<file path="src/rtl/rie_pkg.sv">
// Shared types and helpers for reg_instr_engine.
// Optional build macro RIE_ZERO_REG_EN (used in rie_regfile) hard-wires register 0 to zero.
package rie_pkg;

    typedef enum logic [2:0] {
        OP_LDI  = 3'b000,
        OP_RD1  = 3'b001,
        OP_RD2  = 3'b010,
        OP_RDW1 = 3'b011,
        OP_RDW2 = 3'b100,
        OP_ADD  = 3'b101,
        OP_SUB  = 3'b110,
        OP_SHF  = 3'b111
    } op_e;

    typedef enum logic [2:0] {
        IDLE = 3'd0,
        ACC  = 3'd1,
        ALU  = 3'd2,
        WB   = 3'd3,
        RESP = 3'd4
    } state_e;

    // Shift-amount width for a given data width; instantiated as SHAMT_W in the top.
    function automatic int shamt_w(input int data_w);
        return $clog2(data_w);
    endfunction

    function automatic logic is_alu(input op_e op);
        return (op == OP_ADD) || (op == OP_SUB) || (op == OP_SHF);
    endfunction

    function automatic logic writes_imm_late(input op_e op);
        return (op == OP_RDW1) || (op == OP_RDW2);
    endfunction

endpackage

</file>
<file path="src/rtl/rie_regfile.sv">
// 2-read/1-write register file with asynchronous clear and combinational reads.
// Define RIE_ZERO_REG_EN to make register 0 read as zero and ignore writes to it.
module rie_regfile
    import rie_pkg::*;
#(
    parameter int DATA_W = 16,
    parameter int ADDR_W = 5
) (
    input  logic              clk,
    input  logic              rst_n,
    input  logic              we_i,
    input  logic [ADDR_W-1:0] waddr_i,
    input  logic [DATA_W-1:0] wdata_i,
    input  logic [ADDR_W-1:0] raddr1_i,
    input  logic [ADDR_W-1:0] raddr2_i,
    output logic [DATA_W-1:0] rdata1_o,
    output logic [DATA_W-1:0] rdata2_o
);

    localparam int NREG = 2 ** ADDR_W;
`ifdef RIE_ZERO_REG_EN
    localparam bit ZERO_REG = 1'b1;
`else
    localparam bit ZERO_REG = 1'b0;
`endif

    logic [DATA_W-1:0] mem_q [NREG];

    generate
        for (genvar gi = 0; gi < NREG; gi++) begin : g_reg
            if (ZERO_REG && (gi == 0)) begin : g_zero
                assign mem_q[gi] = '0;
            end else begin : g_store
                logic [DATA_W-1:0] r_q;
                always_ff @(posedge clk or negedge rst_n) begin
                    if (!rst_n) begin
                        r_q <= '0;
                    end else if (we_i && (waddr_i == ADDR_W'(gi))) begin
                        r_q <= wdata_i;
                    end
                end
                assign mem_q[gi] = r_q;
            end
        end
    endgenerate

    assign rdata1_o = mem_q[raddr1_i];
    assign rdata2_o = mem_q[raddr2_i];

endmodule

</file>
<file path="src/rtl/reg_instr_engine.sv">
// Single-issue register instruction engine with valid/ready command and response ports.
// Build option RIE_ZERO_REG_EN (see rie_regfile) makes register 0 a constant zero.
module reg_instr_engine
    import rie_pkg::*;
#(
    parameter int DATA_W  = 16,
    parameter int ADDR_W  = 5,
    parameter int ALU_LAT = 16
) (
    input  logic              clk,
    input  logic              rst_n,
    input  logic              cmd_valid,
    output logic              cmd_ready,
    input  logic [2:0]        cmd_op,
    input  logic [ADDR_W-1:0] cmd_ra,
    input  logic [ADDR_W-1:0] cmd_rb,
    input  logic [ADDR_W-1:0] cmd_rd,
    input  logic [DATA_W-1:0] cmd_imm,
    output logic              rsp_valid,
    input  logic              rsp_ready,
    output logic [DATA_W-1:0] rsp_data1,
    output logic [DATA_W-1:0] rsp_data2,
    output logic              busy
);

    localparam int SHAMT_W = shamt_w(DATA_W);
    localparam int CNT_W   = $clog2(ALU_LAT + 1);

    state_e            state_q;
    op_e               op_q;
    logic [ADDR_W-1:0] ra_q, rb_q, rd_q;
    logic [DATA_W-1:0] imm_q, opa_q, opb_q, res_q;
    logic [CNT_W-1:0]  cnt_q;
    logic              cmd_ready_q, rsp_valid_q, busy_q;
    logic [DATA_W-1:0] rsp_data1_q, rsp_data2_q;

    logic [DATA_W-1:0] rdata1_d, rdata2_d, alu_d, wdata_d;
    logic              we_d;

    rie_regfile #(
        .DATA_W (DATA_W),
        .ADDR_W (ADDR_W)
    ) u_regfile (
        .clk      (clk),
        .rst_n    (rst_n),
        .we_i     (we_d),
        .waddr_i  (rd_q),
        .wdata_i  (wdata_d),
        .raddr1_i (ra_q),
        .raddr2_i (rb_q),
        .rdata1_o (rdata1_d),
        .rdata2_o (rdata2_d)
    );

    always_comb begin
        alu_d = '0;
        case (op_q)
            OP_ADD: alu_d = opa_q + opb_q;
            OP_SUB: alu_d = opa_q - opb_q;
            OP_SHF: begin
                // Kept as separate assignments so the right shift stays signed.
                if (imm_q[DATA_W-1]) alu_d = $signed(opa_q) >>> imm_q[SHAMT_W-1:0];
                else                 alu_d = opa_q << imm_q[SHAMT_W-1:0];
            end
            default: alu_d = '0;
        endcase
    end

    // LDI writes during ACC; read-then-write and ALU ops write in WB, after their reads.
    always_comb begin
        we_d    = 1'b0;
        wdata_d = imm_q;
        if ((state_q == ACC) && (op_q == OP_LDI)) begin
            we_d = 1'b1;
        end else if (state_q == WB) begin
            if (writes_imm_late(op_q)) begin
                we_d = 1'b1;
            end else if (is_alu(op_q)) begin
                we_d    = 1'b1;
                wdata_d = res_q;
            end
        end
    end

    always_ff @(posedge clk or negedge rst_n) begin
        if (!rst_n) begin
            state_q     <= IDLE;
            op_q        <= OP_LDI;
            ra_q        <= '0;
            rb_q        <= '0;
            rd_q        <= '0;
            imm_q       <= '0;
            opa_q       <= '0;
            opb_q       <= '0;
            res_q       <= '0;
            cnt_q       <= '0;
            cmd_ready_q <= 1'b1;
            rsp_valid_q <= 1'b0;
            busy_q      <= 1'b0;
            rsp_data1_q <= '0;
            rsp_data2_q <= '0;
        end else begin
            case (state_q)
                IDLE: begin
                    if (cmd_valid && cmd_ready_q) begin
                        op_q        <= op_e'(cmd_op);
                        ra_q        <= cmd_ra;
                        rb_q        <= cmd_rb;
                        rd_q        <= cmd_rd;
                        imm_q       <= cmd_imm;
                        cmd_ready_q <= 1'b0;
                        busy_q      <= 1'b1;
                        state_q     <= ACC;
                    end
                end
                ACC: begin
                    opa_q   <= rdata1_d;
                    opb_q   <= rdata2_d;
                    cnt_q   <= '0;
                    state_q <= is_alu(op_q) ? ALU : WB;
                end
                ALU: begin
                    // Capture ALU_LAT cycles into ALU so the response lands at T+ALU_LAT+3.
                    if (cnt_q == CNT_W'(ALU_LAT)) begin
                        res_q   <= alu_d;
                        state_q <= WB;
                    end else begin
                        cnt_q <= cnt_q + 1'b1;
                    end
                end
                WB: begin
                    rsp_valid_q <= 1'b1;
                    state_q     <= RESP;
                    case (op_q)
                        OP_LDI: begin
                            rsp_data1_q <= imm_q;
                            rsp_data2_q <= '0;
                        end
                        OP_RD1, OP_RDW1: begin
                            rsp_data1_q <= opa_q;
                            rsp_data2_q <= '0;
                        end
                        OP_RD2, OP_RDW2: begin
                            rsp_data1_q <= opa_q;
                            rsp_data2_q <= opb_q;
                        end
                        default: begin
                            rsp_data1_q <= res_q;
                            rsp_data2_q <= '0;
                        end
                    endcase
                end
                RESP: begin
                    if (rsp_ready) begin
                        rsp_valid_q <= 1'b0;
                        cmd_ready_q <= 1'b1;
                        busy_q      <= 1'b0;
                        state_q     <= IDLE;
                    end
                end
                default: begin
                    state_q     <= IDLE;
                    cmd_ready_q <= 1'b1;
                    busy_q      <= 1'b0;
                    rsp_valid_q <= 1'b0;
                end
            endcase
        end
    end

    assign cmd_ready = cmd_ready_q;
    assign rsp_valid = rsp_valid_q;
    assign rsp_data1 = rsp_data1_q;
    assign rsp_data2 = rsp_data2_q;
    assign busy      = busy_q;

endmodule

</file>
<file path="config.mk">
export PLATFORM = sky130hd
export DESIGN_NAME = reg_instr_engine
export DESIGN_NICKNAME = d
export VERILOG_FILES = /design/src/rtl/rie_pkg.sv /design/src/rtl/rie_regfile.sv /design/src/rtl/reg_instr_engine.sv
export SDC_FILE = /design/constraint.sdc
export NUM_CORES = 1
export LEC_CHECK = 0
export ABC_CLOCK_PERIOD_IN_PS = 6950
export CORE_UTILIZATION = 66
export DETAILED_ROUTE_END_ITERATION = 6
export PLACE_DENSITY_LB_ADDON = 0.12
export SLEW_MARGIN = 10
export SYNTH_ARGS = -nofsm -noshare
export SYNTH_HDL_FRONTEND = slang
export SYNTH_HIERARCHICAL = 1
export SYNTH_SLANG_ARGS = --single-unit
</file>
<file path="constraint.sdc">
create_clock -name clk -period 6.95 [get_ports clk]
set_input_delay 0.695 -clock clk [delete_from_list [all_inputs] [get_ports clk]]
set_output_delay 0.695 -clock clk [all_outputs]
set_load 0.01 [all_outputs]
</file>
After elaboration in Yosys (flattened, before gate mapping)
Cells that the tools add are included.

word-level totals
  bits in registers = 637
  output and inout port bits = 35
  logic and storage cells = 188

operators by class
  $add $sub $neg = 3
  magnitude comparators = 2
  eq/ne operators = 47
  shifts and indexed selects = 2
  mux-type cells = 32
  bitwise gates (word level) = 4
  reductions and logical operators = 51

operators with widths
  cell                                                              count
  16-bit binary-select mux with 5-bit select                        2
  16-bit two-way mux                                                10
  5-bit == test (second input constant)                             17
  16-bit case mux with 3 select lines                               1
  5-bit by 4-bit == test with 1-bit output (second input constant)  8
  1-bit logical AND                                                 34
  16-bit case mux with 2 select lines                               1
  5-bit by 3-bit == test with 1-bit output (second input constant)  4
  16-bit adder                                                      1
  16-bit by 4-bit << shifter with 16-bit output                     1
  16-bit by 4-bit >>> shifter with 16-bit output                    1
  16-bit subtractor                                                 1
  3-bit == test (second input constant)                             5
  3-bit case mux with 5 select lines                                1
  3-bit by 2-bit == test with 1-bit output (second input constant)  4
  6-bit greater-or-equal comparator (second input constant)         2
  5-bit inverter with 6-bit output                                  2
  5-bit by 2-bit == test with 1-bit output (second input constant)  2
  5-bit case mux with 2 select lines                                1
  1-bit two-way mux                                                 9
  3-bit two-way mux                                                 3
  1-bit case mux with 3 select lines                                3
  2-bit inequality test (second input constant)                     4
  2-bit AND reduction                                               4
  13 further kinds                                                  20

Logic depth before layout (Yosys ltp)
Gate-level depths: netlist of run 1.

  word-level depth = 8
  depth in mapped cells = 14
  mapped depth without buffers = 13

Hierarchy
The synthesis of run 1 kept the hierarchy.

modules (own cells, without submodules)
  module            times used  cells each  area an instance (um^2)  seq. area each (um^2)
  rie_regfile       1           2307        28075.7                  12812.3
  reg_instr_engine  1           897         8055.2                   3129.3

Least setup slack after synthesis of run 1
No wires, ideal clock.

  path kind = register to register
  from = register op_q[1]
  to = register res_q[12]
  library setup time = 126 ps
  arrival = 3029 ps
  data required time = 6824 ps
  slack = 3795 ps
  cell stages (with the launch flop) = 14
  period minus slack after synthesis = 3155 ps
  cell sequence = dfrtp_1 > clkbuf_1 > and3b_1 > clkbuf_1 > clkbuf_1 > nor2_1 > xnor2_1 > ha_1 > a21oi_1 > a31oi_1 > a21boi_1 > o21ai_1 > xor2_1 > a221o_1

on the way
  cells in the longest elaborated chain, start to end = 2
  elaborated cells on any way between the ends = 4
  classes of those cells = 3 x eq/ne; 1 x mux

ends and longest elaborated chain
  item                                   line                     text
  from (decl)                            reg_instr_engine.sv:30   op_e op_q;
  from (signal assigned)                 reg_instr_engine.sv:106  op_q <= op_e'(cmd_op);
  3-bit == test                          reg_instr_engine.sv:57   case (op_q)
  16-bit case mux with 3 select lines *  reg_instr_engine.sv:57
  to (signal assigned)                   reg_instr_engine.sv:125  res_q <= alu_d;
  to (decl)                              reg_instr_engine.sv:32   logic [DATA_W-1:0] imm_q, opa_q, opb_q, res_q;

Mark *: on every way between the ends. The rest lies on a longest branch, timed or not.
A chain may end at the register's enable or synchronous reset.

Final worst setup path of run 1
  from = register op_q[1]
  to = register u_regfile.g_reg[15].g_store.r_q[1]

on the way
  cells in the longest elaborated chain, start to end = 8
  elaborated cells on any way between the ends = 19
  classes of those cells = 5 x eq/ne; 8 x mux; 6 x reduce/logical

ends and longest elaborated chain
  item                            line                    text
  3-bit == test                   rie_pkg.sv:30           return (op == OP_ADD) || (op == OP_SUB) || (op == OP_SHF);
  1-bit logical OR (2 in series)  rie_pkg.sv:30
  1-bit two-way mux               reg_instr_engine.sv:78  end else if (is_alu(op_q)) begin
  1-bit two-way mux               reg_instr_engine.sv:76  if (writes_imm_late(op_q)) begin
  1-bit two-way mux               reg_instr_engine.sv:75  end else if (state_q == WB) begin
  1-bit two-way mux *             reg_instr_engine.sv:73  if ((state_q == ACC) && (op_q == OP_LDI)) begin
  via we_d                        reg_instr_engine.sv:38  logic we_d;
  1-bit logical AND *             rie_regfile.sv:38       end else if (we_i && (waddr_i == ADDR_W'(gi))) begin
  to (signal assigned)            rie_regfile.sv:39       r_q <= wdata_i;
  to (decl)                       rie_regfile.sv:34       logic [DATA_W-1:0] r_q;

The timed path passes the listed nets; every way through them passes the cells marked *.

==> summary.md, run 1 <==
| Metric | Value |
|---|---|
| Status | `complete, no violations` |
| Startpoint of the worst-slack reg-to-reg timing path | `op_q[1]$_DFFE_PN0P_` |
| Filler instances | `3728` |
| Total count of max-transition violations in the final report | `0` |
| HPWL after DPL | `68380 um` |
| Iteration count of the initial detailed-routing pass | `6` |
| VDD IR-drop max | `0.4038 mV` |
| Routed WL per cell | `28.54 um` |
| IO buf count | `72` |
| Layout Area Growth over Synthesis | `8.993%` |
| CTS Hold Buffers Added | `0` |
| Worst-skew pair later-pin latency | `0.64 ns` |
| PD cells | `403.9 mW/mm^2` |
| Initial DRC Count | `2809` |
| FF-to-FF End | `u_regfile/g_reg[15].g_store.r_q[1]$_DFFE_PN0P_` |
| Post-synth cell types | `65` |
| Global-route wire length before repair | `167100 um` |
| Number of routed nets with antenna violations | `0` |
| Standby leakage power | `18.11 nW` |
| Non-filler cells in the finished layout | `3847` |
| Unrepaired setup endpoints after global routing | `false` |
| Setup Buffers After CTS | `0` |
| Pin count of the biggest net entering global routing | `164` |
| Cells along the critical path | `or2_2 -> o32ai_1 -> buf_4 -> nand2b_4 -> or2_1 -> nor2_2 -> mux2_2` |
| Type of the worst setup path | `reg -> reg` |
| Setup violators final | `0` |
| Yosys warns | `6` |
| Largest fanout of any net on the critical path | `37` |
| Via count of the first global-routing pass | `27650` |
| Worst reg2reg setup slack | `2.90 ns` |
| Share of the synthesized area in the top cell type | `44.05%` |
| Number of placement rows | `85` |
| CP peak stage delay | `0.96 ns` |
| Antenna violations before repair | `1` |
| Relative slew margins | `12.25%` |
| Kind of end point of the critical path | `flop` |
| WP data arrival | `4.55 ns` |
| Tot GR Track Use | `39.62%` |
| Share of synthesized registers carrying an async set or reset | `100.0%` |
| Quantity of gates resized following cts | `0` |
| Final nets | `3153` |
| Placer's final routability congestion estimate | `0.9775` |
| CTS Root Buffer Type | `sky130_fd_sc_hd__clkbuf_16` |
| Placed cell count | `3721` |
| Core area | `0.05392 mm^2` |
| Total wirelength of the detailed-routed design | `109800 um` |
| Post-synth top cells | `sky130_fd_sc_hd__dfrtp_1, sky130_fd_sc_hd__mux2_2, sky130_fd_sc_hd__mux2i_1` |
| Count of flip-flops with a built-in enable after synthesis | `0` |
| Die area | `0.05568 mm^2` |
| Max H-tree Level | `3` |
| Vias post-DR | `26930` |
| Clock transition at the register clock pins on the worst setup and hold paths after CTS | `0.06 ns` |
| Cells after synthesis | `3204` |
| Worst Setup Slack, final | `2.900 ns` |
| Final total power | `15.91 mW` |
| Max capacitance violation total | `0` |
| Setup Slack @ Placement | `3.031 ns` |
| Most common cell in the netlist | `sky130_fd_sc_hd__dfrtp_1` |
| Required time of the critical path | `7.45 ns` |
| Number of buffers on the longest clock path | `3` |
| Width of the chip | `236.0 um` |
| TritonCTS sink count | `637` |
| Vias per inst | `7.000` |
| Fin crit period | `4.050 ns` |
| Sum of overflow across all layers after global routing | `0` |
| Fraction of final layout cells with drive strength greater than 1 | `25.20%` |
| Launching element type of the critical path | `flop` |
| Most used flip-flop cell after synthesis | `sky130_fd_sc_hd__dfrtp_1` |
| Class of the most critical hold timing path | `in -> async` |
| DIE HEIGHT | `236.0 um` |
| Sequential share of the synthesized area | `44.12%` |
| Count of final hold-check violations | `0` |
| Starting utilization of the core area | `67.01%` |
| CTS tree | `built` |
| Final standard cell utilization of the core | `73.03%` |
| Max Fclk | `246.9 MHz` |
| Post-Synthesis Mean Instance Area | `11.28 um^2` |
| Leading area contributor after synthesis | `sky130_fd_sc_hd__dfrtp_1` |
| Syn_nets | `3261` |
| Setup TNS Final | `0 ns` |
| Total cell area at the placement stage | `0.03698 mm^2` |
| Register bit total from synthesis | `637` |
| Slew at the pin closest to its max-slew limit | `1.313 ns` |
| Number of inserted diodes | `0` |
| Synth Cell Area | `0.03613 mm^2` |
| Final worst-path cycle share | `58.27%` |
| Largest cells by area after synthesis | `sky130_fd_sc_hd__dfrtp_1, sky130_fd_sc_hd__mux2_2, sky130_fd_sc_hd__mux2i_1` |
| Post-route worst hold slack | `0.1065 ns` |
| Fin Clk Skew | `0.02826 ns` |
| Summed area of non-filler cells in the final layout | `0.03938 mm^2` |
| Length in cells of the worst reg-to-reg path | `7` |
| I/O pin cnt | `73` |
| Crit path max-delay cell type | `sky130_fd_sc_hd__nor2_2` |
| DRC errors left | `0` |
| Number of clock buffers inserted by TritonCTS | `69` |
-- state kept, by name, summed over array words and instances, names as in the netlist --
register,count
busy,1
state_q,3
rb_q,5
rsp_valid,1
rd_q,5
imm_q,16
opa_q,16
res_q,16
cmd_ready,1
opb_q,16
ra_q,5
u_regfile/g.g_store.r_q,512
op_q,3
cnt_q,5
rsp_data2,16
rsp_data1,16
-- final cells by class --
| type | count | area [um^2] | area share, % |
|---|---|---|---|
| clock buffers | 103 | 2086 | 5.296 |
| clock inverters | 23 | 306.5 | 0.7784 |
| inverters | 20 | 75.07 | 0.1906 |
| multi-input cells | 2244 | 18890 | 47.96 |
| flip-flops and latches | 637 | 15950 | 40.50 |
| well taps | 696 | 870.8 | 2.211 |
| repair buffers | 124 | 1204 | 3.056 |
-- power breakdown --
| group | total (mW) | leakage (nW) | switching (mW) | internal (mW) |
|---|---|---|---|---|
| Clock | 3.83 | 1.18 | 1.58 | 2.25 |
| Sequential | 4.87 | 8.80 | 0.737 | 4.13 |
| Combinational | 7.21 | 8.13 | 4.54 | 2.68 |
| Total | 15.9 | 18.1 | 6.85 | 9.05 |
-- per-layer routing --
metal | GRT usage, % | vias up | routed length, um
met4 | 23.65 | 2 | 7187
met1 | 50.95 | 13670 | 43010
met2 | 63.17 | 1311 | 51270
met5 | 0 | - | 16
li1 | - | 11530 | -
met3 | 6.870 | 421 | 8332
-- logic make-up after synthesis --
family                     synth area share [%]
muxes                                     34.13
DFF                                       44.12
and+or+nand+nor                           7.428
AOI/OAI and AO/OA                         8.928
buffers and inverters                     3.879
xor gates and xnor gates                 0.7757
adders and majority gates                0.7342
-- worst max-delay path, delay by kind of cell (launching register included) --
| kind | cells | cell delay [ns] |
|---|---|---|
| buffers and inverters | 1 | 0.28 |
| DFF | 1 | 0.50 |
| muxes | 1 | 0.43 |
| AOI/OAI and AO/OA | 1 | 0.69 |
| and+or+nand+nor | 4 | 2.02 |
-- worst max-delay path by stage --
stage,from,end,slack (ns),depth (start not counted)
after floorplan,op_q[1]$_DFFE_PN0P_,res_q[12]$_DFFE_PN0P_,3.79,13
after global placement,op_q[1]$_DFFE_PN0P_,u_regfile/g_reg[15].g_store.r_q[5]$_DFFE_PN0P_,3.05,7
after detailed placement,op_q[1]$_DFFE_PN0P_,u_regfile/g_reg[14].g_store.r_q[7]$_DFFE_PN0P_,3.03,7
after CTS,op_q[1]$_DFFE_PN0P_,u_regfile/g_reg[15].g_store.r_q[15]$_DFFE_PN0P_,2.98,7
after global routing,op_q[1]$_DFFE_PN0P_,u_regfile/g_reg[15].g_store.r_q[11]$_DFFE_PN0P_,2.81,7
final,op_q[1]$_DFFE_PN0P_,u_regfile/g_reg[15].g_store.r_q[1]$_DFFE_PN0P_,2.90,7
-- cells in the final DEF (no fill, tap or decap), types with 70 or more instances in the layout --
cell and n:
sky130_fd_sc_hd__mux2i_1 535, sky130_fd_sc_hd__nand2_1 294, sky130_fd_sc_hd__nand3_1 88, sky130_fd_sc_hd__a21oi_1 102, sky130_fd_sc_hd__a22o_1 81, sky130_fd_sc_hd__mux2_2 552, sky130_fd_sc_hd__dfrtp_1 633, sky130_fd_sc_hd__a22oi_1 134
sky130_fd_sc_hd__clkbuf_16 70, sky130_fd_sc_hd__clkdlybuf4s50_1 71
(Power assumes the default switching activity.)
==> inputs of run 2 (changes only) <==
ABC_CLOCK_PERIOD_IN_PS = 3880   (was 6950)
CORE_UTILIZATION = 63   (was 66)
clock period = 3.88 ns   (was 6.95 ns; I/O delays follow)
==> summary.md, run 2 (synthesis results as in run 1) <==
| Metric | Value |
|---|---|
| Global-route wire length before repair | `171000 um` |
| Via count of the first global-routing pass | `27790` |
| Total wirelength of the detailed-routed design | `112800 um` |
| Worst setup path startpoint | `op_q[1]$_DFFE_PN0P_` |
| Number of placement rows | `87` |
| Combinational cell fraction of total power | `46.4%` |
| Standby leakage power | `18.47 nW` |
| Total cell area at the placement stage | `0.03777 mm^2` |
| Layout Area Growth over Synthesis | `10.94%` |
| Final nets | `3228` |
| Max H-tree Level | `3` |
| Initial DRC Count | `2985` |
| Required time of the critical path | `4.36 ns` |
| Post-route worst hold slack | `0.3868 ns` |
| Summed area of non-filler cells in the final layout | `0.04008 mm^2` |
| Worst reg2reg setup slack | `0.13 ns` |
| Net Sw Power | `12.36 mW` |
| Fin Clk Skew | `0.02694 ns` |
| Final standard cell utilization of the core | `70.95%` |
| Setup TNS Final | `0 ns` |
| CTS Root Buffer Type | `sky130_fd_sc_hd__clkbuf_16` |
| Startpoint of the most critical hold path | `cmd_ra[2]` |
| Fin crit period | `3.754 ns` |
| GR peak layer | `met2` |
| HPWL after DPL | `73890 um` |
| Vias per inst | `6.893` |
| Switching power as a share of total power | `43.06%` |
| CTS tree | `built` |
| Worst-skew pair later-pin latency | `0.62 ns` |
| Placed cell count | `3852` |
| DRC errors left | `0` |
| Unrepaired setup endpoints after global routing | `false` |
| Setup violators final | `0` |
| Crit path buf inv count | `1` |
| Sum of overflow across all layers after global routing | `0` |
| Class of the most critical hold timing path | `in -> reg` |
| Startpoint of the worst-slack reg-to-reg timing path | `op_q[1]$_DFFE_PN0P_` |
| IO buf count | `72` |
| TritonCTS sink count | `637` |
| Kind of end point of the critical path | `flop` |
| Core area | `0.05650 mm^2` |
| Fraction of final layout cells with drive strength greater than 1 | `26.70%` |
| Grt met2 use | `62.52%` |
| Tot GR Track Use | `39.34%` |
| GR Util met3 | `6.700%` |
| Iteration count of the initial detailed-routing pass | `6` |
| Filler instances | `4034` |
| WP data arrival | `4.23 ns` |
| Most frequent cells in the layout | `sky130_fd_sc_hd__dfrtp_1, sky130_fd_sc_hd__mux2_2, sky130_fd_sc_hd__mux2i_1` |
| Max capacitance violation total | `0` |
| Launching element type of the critical path | `flop` |
| Worst Setup Slack, final | `0.1256 ns` |
| Antenna violations before repair | `3` |
| Clock transition at the register clock pins on the worst setup and hold paths after CTS | `0.06 ns` |
| Max Fclk | `266.4 MHz` |
| Vias post-DR | `27450` |
| Type of the worst setup path | `reg -> reg` |
| Max FFs per register | `512` |
| Routed WL per cell | `28.34 um` |
| VDD IR-drop max | `0.4043 mV` |
| Clock Power Share | `23.4%` |
| Number of clock buffers inserted by TritonCTS | `72` |
| Kind of cell with the highest combined delay on the critical path | `simple AND/OR/NAND/NOR gates` |
| Largest fanout of any net on the critical path | `37` |
| Total count of max-transition violations in the final report | `0` |
| Setup Slack @ Placement | `0.2091 ns` |
| PD cells | `716.4 mW/mm^2` |
| Final worst-path cycle share | `96.76%` |
| Pin count of the biggest net entering global routing | `97` |
| I/O pin cnt | `73` |
| Slew at the pin closest to its max-slew limit | `1.234 ns` |
| Width of the chip | `241.5 um` |
| Portion of total power attributed to sequential cells | `30.2%` |
| Relative slew margins | `17.27%` |
| Final total power | `28.71 mW` |
| Number of buffers on the longest clock path | `3` |
| Placer's final routability congestion estimate | `0.9695` |
| Non-filler cells in the finished layout | `3982` |
| Cells along the critical path | `or2_2 -> o32ai_1 -> buf_4 -> nand2b_4 -> or2_1 -> or3_1 -> mux2_4` |
| Status | `complete, no violations` |
| Starting utilization of the core area | `63.95%` |
| Met1 global-route usage | `50.92%` |
| Most common library cell in the layout ignoring fill and taps | `sky130_fd_sc_hd__dfrtp_1` |
| Die area | `0.05831 mm^2` |
| Count of final hold-check violations | `0` |
| Crit path max-delay cell type | `sky130_fd_sc_hd__or3_1` |
| Int Power | `16.35 mW` |
| Number of routed nets with antenna violations | `0` |
| Register with the most flip-flops | `u_regfile/g.g_store.r_q` |
| DIE HEIGHT | `241.5 um` |
| CP peak stage delay | `0.73 ns` |
-- run 2: cell count changes in the layout (fill, tap and decap cells not counted), sizes merged --
cell and delta:
inv +1, diode +1, bufinv -3, clkinv -3
clkinvlp +1, buf +71, dlygate4sd3 +1, clkbuf +6
-- run 2: power by group through the flow --
| stage | combinational, mW | clock (mW) | sequential [mW] |
|---|---|---|---|
| 2_1_floorplan | 8.97 | 0 | 8.00 |
| 3_3_place_gp | 12.8 | 0 | 8.69 |
| 3_5_place_dp | 12.9 | 0 | 8.75 |
| 4_1_cts | 13.0 | 6.79 | 8.64 |
| 5_1_grt | 14.0 | 7.04 | 8.75 |
| 6_report | 13.3 | 6.72 | 8.67 |
-- run 2: worst paths after layout --
path	cells past startpoint	endpoint
setup / recovery	7	u_regfile/g_reg[12].g_store.r_q[8]$_DFFE_PN0P_
hold reg to reg	2	rsp_data1[13]$_DFFE_PN0P_
hold / removal	2	ra_q[2]$_DFFE_PN0P_
setup reg to reg	7	u_regfile/g_reg[12].g_store.r_q[8]$_DFFE_PN0P_
max in group asynchronous	3	u_regfile/g_reg[9].g_store.r_q[1]$_DFFE_PN0P_
min in group asynchronous	2	imm_q[0]$_DFFE_PN0P_
-- run 2: final cells by class --
class,instances,area (um^2),share of cell area (%)
Timing Repair Buffer,196,1922,4.795
Multi-Input combinational cell,2244,18880,47.11
Antenna cell,1,2.502,0.006243
Inverter,20,75.07,0.1873
Clock buffer,109,2165,5.400
Tap cell,756,945.9,2.360
Clock inverter,19,140.1,0.3496
Sequential cell,637,15950,39.79
-- run 2: worst reg2reg max path: cells and delay by family, from the launching register on --
kind / cells / cell delay, ns
AO/OA/AOI/OAI: 1 / 0.64
buffers and inverters: 1 / 0.27
flip-flops: 1 / 0.49
multiplexers: 1 / 0.45
AND/OR/NAND/NOR: 4 / 1.79
-- run 2: layer usage --
layer  part of all wire [%]  vias to the layer above
met4                    5.9                        2
met3                    7.8                      368
met1                     40                    14040
li1                       -                    11680
met5                  0.012                        -
met2                     47                     1356
-- run 2: what timing repair did --
item / 4_1_cts / 5_1_grt
hold endpoints to repair: 82 / 0
gates resized for setup: 0 / 0
setup endpoints to repair: 0 / 0
hold buffers: 1 / 0
setup buffers: 0 / 0
